===== config.mk =====
export PLATFORM = sky130hd
export DESIGN_NAME = nubus_arbiter
export DESIGN_NICKNAME = d
export VERILOG_FILES = /design/src/rtl/nubus_arbiter.sv
export SDC_FILE = /design/constraint.sdc
export NUM_CORES = 1
export LEC_CHECK = 0
export CELL_PAD_IN_SITES_DETAIL_PLACEMENT = 0
export CELL_PAD_IN_SITES_GLOBAL_PLACEMENT = 2
export CORE_MARGIN = 3
export CORE_UTILIZATION = 26
export CTS_CLUSTER_SIZE = 40
export DETAILED_ROUTE_END_ITERATION = 8
export HOLD_SLACK_MARGIN = 0.08
export PLACE_DENSITY = 0.79
export SKIP_CTS_REPAIR_TIMING = 1
export SLEW_MARGIN = 0
export SYNTH_ARGS = -nofsm -noshare
export SYNTH_HDL_FRONTEND = slang
export SYNTH_SLANG_ARGS = --single-unit
export TNS_END_PERCENT = 30

===== constraint.sdc =====
create_clock -name nub_clkn -period 1.6 [get_ports nub_clkn]
set_clock_uncertainty 0.05 [all_clocks]
set_input_delay 0.24 -clock nub_clkn [delete_from_list [all_inputs] [get_ports nub_clkn]]
set_output_delay 0.24 -clock nub_clkn [all_outputs]
set_load 0.01 [all_outputs]

===== src/rtl/nubus_arbiter.sv =====
// rtl/nubus_arbiter.sv - NuBus distributed arbitration stage; optional fairness via NUBUS_ARB_FAIRNESS_EN
module nubus_arbiter #(
    parameter int unsigned SETTLE_CYC = 2
) (
    input  logic       nub_clkn,
    input  logic       nub_resetn,
    input  logic [3:0] slot_id,
    input  logic       mst_arbcyn,
    input  logic       mst_ownern,
    input  logic       nub_rqstn,
    input  logic       nub_startn,
    input  logic [3:0] nub_arbn,
    output logic       arb_rqstn_o,
    output logic [3:0] arb_arbn_o,
    output logic       arb_grant,
    output logic       arb_busy_o
);

    typedef enum logic [2:0] {
        ST_IDLE  = 3'd0,
        ST_ARB   = 3'd1,
        ST_LOST  = 3'd2,
        ST_GRANT = 3'd3,
        ST_HOLD  = 3'd4
    } state_t;

    localparam logic [3:0] SETTLE = 4'(SETTLE_CYC);

    state_t     state_q;
    logic [3:0] cnt_q;
    logic       rqstn_q;
    logic       grant_q;
    logic       busy_q;

    logic [3:0] a;
    logic [3:0] drv;
    logic       ko3, ko2, ko1;
    logic       win;
    logic       fair_open;
    logic       driving;

    // Wired-AND contest: a higher bus bit we do not own knocks out all our lower bits
    always_comb begin
        a      = ~nub_arbn;
        ko3    = a[3] & ~slot_id[3];
        ko2    = a[2] & ~slot_id[2];
        ko1    = a[1] & ~slot_id[1];
        drv    = 4'h0;
        drv[3] = slot_id[3];
        drv[2] = slot_id[2] & ~ko3;
        drv[1] = slot_id[1] & ~ko3 & ~ko2;
        drv[0] = slot_id[0] & ~ko3 & ~ko2 & ~ko1;
        win    = (a == slot_id);
    end

    assign driving    = (state_q == ST_ARB) || (state_q == ST_LOST) || (state_q == ST_GRANT);
    assign arb_arbn_o = driving ? ~drv : 4'hF;

`ifdef NUBUS_ARB_FAIRNESS_EN
    logic fair_q;

    // Fair flag: armed when a tenure ends, cleared once the backplane shows no requester
    always_ff @(posedge nub_clkn or negedge nub_resetn) begin
        if (!nub_resetn) begin
            fair_q <= 1'b0;
        end else if ((state_q == ST_HOLD) && mst_arbcyn) begin
            fair_q <= 1'b1;
        end else if (nub_rqstn) begin
            fair_q <= 1'b0;
        end
    end

    assign fair_open = ~fair_q;
`else
    logic unused_rqstn;
    assign unused_rqstn = nub_rqstn;
    assign fair_open    = 1'b1;
`endif

    // Arbitration FSM with registered /RQST, grant and busy
    always_ff @(posedge nub_clkn or negedge nub_resetn) begin
        if (!nub_resetn) begin
            state_q <= ST_IDLE;
            cnt_q   <= 4'h0;
            rqstn_q <= 1'b1;
            grant_q <= 1'b0;
            busy_q  <= 1'b0;
        end else begin
            case (state_q)
                ST_IDLE: begin
                    if (!mst_arbcyn && fair_open) begin
                        state_q <= ST_ARB;
                        cnt_q   <= 4'h0;
                        rqstn_q <= 1'b0;
                        busy_q  <= 1'b1;
                    end
                end
                ST_ARB: begin
                    if (mst_arbcyn) begin
                        state_q <= ST_IDLE;
                        rqstn_q <= 1'b1;
                        grant_q <= 1'b0;
                        busy_q  <= 1'b0;
                    end else if (cnt_q == SETTLE) begin
                        if (win) begin
                            state_q <= ST_GRANT;
                            grant_q <= 1'b1;
                        end else begin
                            state_q <= ST_LOST;
                        end
                    end else begin
                        cnt_q <= cnt_q + 4'h1;
                    end
                end
                ST_LOST: begin
                    if (mst_arbcyn) begin
                        state_q <= ST_IDLE;
                        rqstn_q <= 1'b1;
                        grant_q <= 1'b0;
                        busy_q  <= 1'b0;
                    end else if (!nub_startn) begin
                        state_q <= ST_ARB;
                        cnt_q   <= 4'h0;
                    end
                end
                ST_GRANT: begin
                    // A START here without our owner flag belongs to the previous tenure
                    if (mst_arbcyn) begin
                        state_q <= ST_IDLE;
                        rqstn_q <= 1'b1;
                        grant_q <= 1'b0;
                        busy_q  <= 1'b0;
                    end else if (!mst_ownern) begin
                        state_q <= ST_HOLD;
                        rqstn_q <= 1'b1;
                        grant_q <= 1'b0;
                    end
                end
                ST_HOLD: begin
                    if (mst_arbcyn) begin
                        state_q <= ST_IDLE;
                        busy_q  <= 1'b0;
                    end
                end
                default: begin
                    state_q <= ST_IDLE;
                    rqstn_q <= 1'b1;
                    grant_q <= 1'b0;
                    busy_q  <= 1'b0;
                end
            endcase
        end
    end

    assign arb_rqstn_o = rqstn_q;
    assign arb_grant   = grant_q;
    assign arb_busy_o  = busy_q;

endmodule


== After elaboration in Yosys (flattened, before gate mapping) ==
Cells that the tools add are included.
Word-level totals
  output and inout port bits: 7
  input port bits: 14
  word-level logic and storage cells: 87
  flip-flop bits (word level): 10
Operators by class
  reductions and logical operators: 12
  bitwise operators: 19
  multiplexer cells: 31
  $add $sub $neg: 1
  equality and inequality tests: 19
Operators with widths (count)
  $mux W3: 8
  $mux W4: 6
  $pmux W3 S5: 1
  $ne A2 B2 Y1 const B: 7
  $mux W1: 12
  $pmux W4 S3: 1
  $reduce_and A5 Y1: 2
  $and A1 B1 Y1: 9
  $ne A3 B3 Y1 const B: 3
  $not A1 Y1: 8
  $not A4 Y4: 2
  $pmux W1 S4: 2
  $eq A3 B2 Y1 const B: 2
  $reduce_and A6 Y1: 1
  $add A4 B1 Y4 const B: 1
  $eq A4 B2 Y1 const B: 1
  $eq A4 B4 Y1: 1
  $ne A2 B1 Y1 const B: 2
  $reduce_and A4 Y1: 1
  $reduce_or A2 Y1: 2
  $reduce_or A4 Y1: 1
  $eq A3 B1 Y1 const B: 1
  $eq A3 B3 Y1 const B: 1
  $logic_not A3 Y1: 1
  5 further kinds: 6

== Depth between registers and ports, before layout ==
  word-level depth: 8
  mapped depth: 5
  gate-level depth less buffers: 5

== Least setup slack after synthesis ==
OpenSTA, ideal clock, no wires.
  kind: register to register
  start point: register cnt_q[0]
  end point: register grant_q, in the netlist arb_grant
  cell stages (with the launch flop): 6
  data arrival time: 1.264 ns
  setup slack: 0.219 ns
  required time: 1.483 ns
  period minus slack after synthesis: 1.381 ns
  buffers on the path: 0
  setup time: 0.067 ns
  cells stage by stage: dfrtp_1 > inv_1 > ha_1 > or3b_4 > nor3_1 > a32o_1
On the way
  longest elaborated chain between the ends: 3
Ends and longest elaborated chain
  from (decl): line 30  | logic [3:0] cnt_q;
  from (signal assigned): line 112  | cnt_q <= cnt_q + 4'h1;
  $eq A4 B2 Y1: line 104  | end else if (cnt_q == SETTLE) begin
  $ne A3 B2 Y1 (no source line)
  $reduce_and A5 Y1 (no source line)
  to (signal assigned): line 102  | grant_q <= 1'b0;
  to (signal assigned): line 107  | grant_q <= 1'b1;
  to (signal assigned): line 119  | grant_q <= 1'b0;
  to (decl): line 32  | logic grant_q;
No other way between the ends.
A chain may end at the register's enable or synchronous reset.

== Final worst setup path ==
  start point: register state_q[2]
  end point: output port arb_arbn_o[2]
On the way
  longest elaborated chain between the ends: 4
  elaborated cells on any way between the ends: 6
  those cells by class: eq/ne: 3; mux: 1; reduce/logical: 2
Ends and longest elaborated chain
  from (decl): line 29  | state_t state_q;
  from (signal assigned): line 83  | state_q <= ST_IDLE;
  from (signal assigned): line 92  | state_q <= ST_ARB;
  from (signal assigned): line 100  | state_q <= ST_IDLE;
  $eq A3 B1 Y1 or $eq A3 B2 Y1 (tied branches): line 56  | assign driving = (state_q == ST_ARB) || (state_q == ST_LOST) || (state_q == ST_GRANT);
  $logic_or A1 B1 Y1: line 56
  $logic_or A1 B1 Y1 *: line 56
  $mux W4 *: line 57  | assign arb_arbn_o = driving ? ~drv : 4'hF;
  to (decl): line 14  | output logic [3:0] arb_arbn_o,
Every way passes the cells marked *; elsewhere a longest branch is shown, timed or not.

==> results_dict.tcl <==
set metrics [dict create \
    status "complete, but fails checks" \
    drt_iter0_drc 5 \
    grt_usage_pct 11.47 \
    reg2reg_to "arb_grant" \
    place_area_sq_um 959.7 \
    grt_max_degree 11 \
    ios 21 \
    synthesis.nets 95 \
    synth.distinct_cells 35 \
    htreeDepth 1 \
    total_leakage_power_uw 0.0005033 \
    timing.final.ws_setup_ps -50.84 \
    synthCells 76 \
    hold_violations 0 \
    drtPass1Iterations 4 \
    peakVddDrop_v 0.0004533 \
    multi_input_area_sq_um 420.4 \
    ys.flop_type "dfrtp_1" \
    avgRoutedWirePerCell_microns 12.80 \
    synth.area.top_cells "dfrtp_1 (33%), ha_1 (9.0%), inv_1 (4.3%)" \
    startpoint_type "flop" \
    cts-buffers-inserted 3 \
    antenna_found_initial 0 \
    r2r-start "cnt_q[0]" \
    slew_headroom_pct 67.19 \
    grt_setup_unrepaired "yes" \
    fin_area_sq_um 1040 \
    place.detailed.hpwl_microns 1400 \
    hold_path_class "in2async" \
    num_rows 18 \
    finalSetupViolCount 2 \
    ant_nets 0 \
    maxCapViolations 0 \
    start_util_pct 27.68 \
    setup.worst_path.end "arb_arbn_o[2]" \
    drv_slew 0 \
    gp_congestion 0.7412 \
    fp.dieW_microns 57.59 \
    layout_common_cells "clkdlybuf4s50_1 (10), buf_4 (10), dfrtp_1 (8)" \
    cts_tree "done" \
    cts_sinks 10 \
    fin_crit_ps 1651 \
    min_period_over_period_pct 103.2 \
    fill_cells 268 \
    wirelength_microns 1741 \
    clock_latency_ps 270 \
    cp.arrival_ps 1360 \
    path_class "reg2out" \
    fin_setup_tns_ps -99.70 \
    syn_area_sq_um 691.9 \
    r2r_cells 5 \
    die_y_microns 57.59 \
    drive_above_1_share_pct 23.58 \
    layout.cells.non_filler 136 \
    ys_seq_area_share_pct 36.35 \
    clkSlewWorstSetupHoldPaths_ps 80 \
    grt_pass1_vias 687 \
    synth_warnings 0 \
    synth_top_area_share_pct 32.55 \
    rrSetupSlack_ps 120 \
    core_sq_um 2500 \
    n_antenna_cell 0 \
    drc 0 \
    vias 659 \
    clock_path_buffers 2 \
    path_max_fanout 4 \
    cts-root-buf "clkbuf_4" \
    fmax_mhz 605.8 \
    critPathRequiredTime_ps 1310 \
    yosysTopAreaCell "dfrtp_1" \
    avgSynthCellArea_sq_um 9.104 \
    via_per_inst 4.846 \
    synth-edff-count 0 \
    place_ws_ps -614.9 \
    layout.nets 126 \
    portBuffers 19 \
    endpoint_kind "primary output" \
    worstMarginPinSlew_ps 490.6 \
    fin_util_pct 41.59 \
    placed_cells 131 \
    grt_first_pass_wirelength_microns 2898 \
    violations "setup timing" \
    die_area_sq_um 3316 \
    power.density_cell_area_nw_per_um2 1059 \
    synth_seq_cells 10 \
    area_delta_synth_final_pct 50.27 \
    crit_start "state_q[2]" \
    overflow 0 \
    async_reset_ff_share_pct 100.0 \
    seq_area_sq_um 252.7 \
]
## state kept, by name (all words and copies together) (netlist names)
register / cells
arb_rqstn_o: 1
arb_busy_o: 1
cnt_q: 4
state_q: 3
arb_grant: 1
## per-stage QoR
| step | hold slack [ps] | total power (uW) |
|---|---|---|
| after global placement | 432.2 | 890.8 |
| after floorplan | -105.6 | 673.6 |
| after global routing | 286.8 | 1188 |
| final | 247.7 | 1101 |
| after detailed placement | 438.1 | 905.9 |
| after CTS | 257.7 | 1101 |
## synthesized netlist by cell type (2+ instances only)
cell,count
nand3b_1,2
nor2_1,3
a211oi_1,3
nor3_1,4
inv_1,8
a21oi_1,2
nor2b_1,4
buf_6,2
nand3_1,3
ha_1,5
nand2_1,6
dfrtp_1,9
o2bb2ai_1,2
o21ai_1,2
## worst max-delay path, stage by stage, from the launching register on
cell	delay [ps]
dfrtp_2	440
or4_1	510
clkbuf_2	140
## cells by family after synthesis
logic type                 share of synthesized area [%]
buffers and inverters                              8.318
xor gates and xnor gates                           1.266
AOI/OAI and AO/OA                                  16.46
DFF                                                36.35
and+or+nand+nor                                    25.50
adders and majority gates                          9.042
muxes                                              3.074
## where the power goes
| group | internal, uW | switching [uW] | total, uW | leakage, uW |
|---|---|---|---|---|
| clock network | 96.4 | 94.2 | 191 | 0.0000150 |
| logic | 281 | 228 | 509 | 0.000361 |
| registers | 335 | 66.3 | 401 | 0.000127 |
## routing by layer
| layer | share of wire (%) | vias up | GRT usage [%] |
|---|---|---|---|
| met3 | 6.4 | 2 | 3.846 |
| met1 | 40 | 310 | 12.12 |
| met4 | 1.0 | 0 | 4.967 |
| met2 | 53 | 18 | 20.48 |
| li1 | - | 329 | - |
| met5 | 0 | - | 0 |
## layout make-up
class | instances | share of cell area (%)
inverters | 8 | 2.888
repair buffers | 29 | 26.23
clock buffers | 4 | 2.527
multi-input cells | 55 | 40.43
well taps | 30 | 3.610
flip-flops and latches | 10 | 24.31
## how the worst min path moves through the flow
stage / startpoint / to / slack (ps) / cells after the start
final: nub_resetn / cnt_q[2] / 250 / 1
after floorplan: nub_resetn / arb_busy_o / -110 / 0
after global placement: arb_busy_o / arb_busy_o / 430 / 2
after global routing: nub_resetn / cnt_q[2] / 290 / 1
after detailed placement: arb_busy_o / arb_busy_o / 440 / 2
after CTS: nub_resetn / cnt_q[3] / 260 / 1
Note: power is estimated with default switching activity, not from simulation.
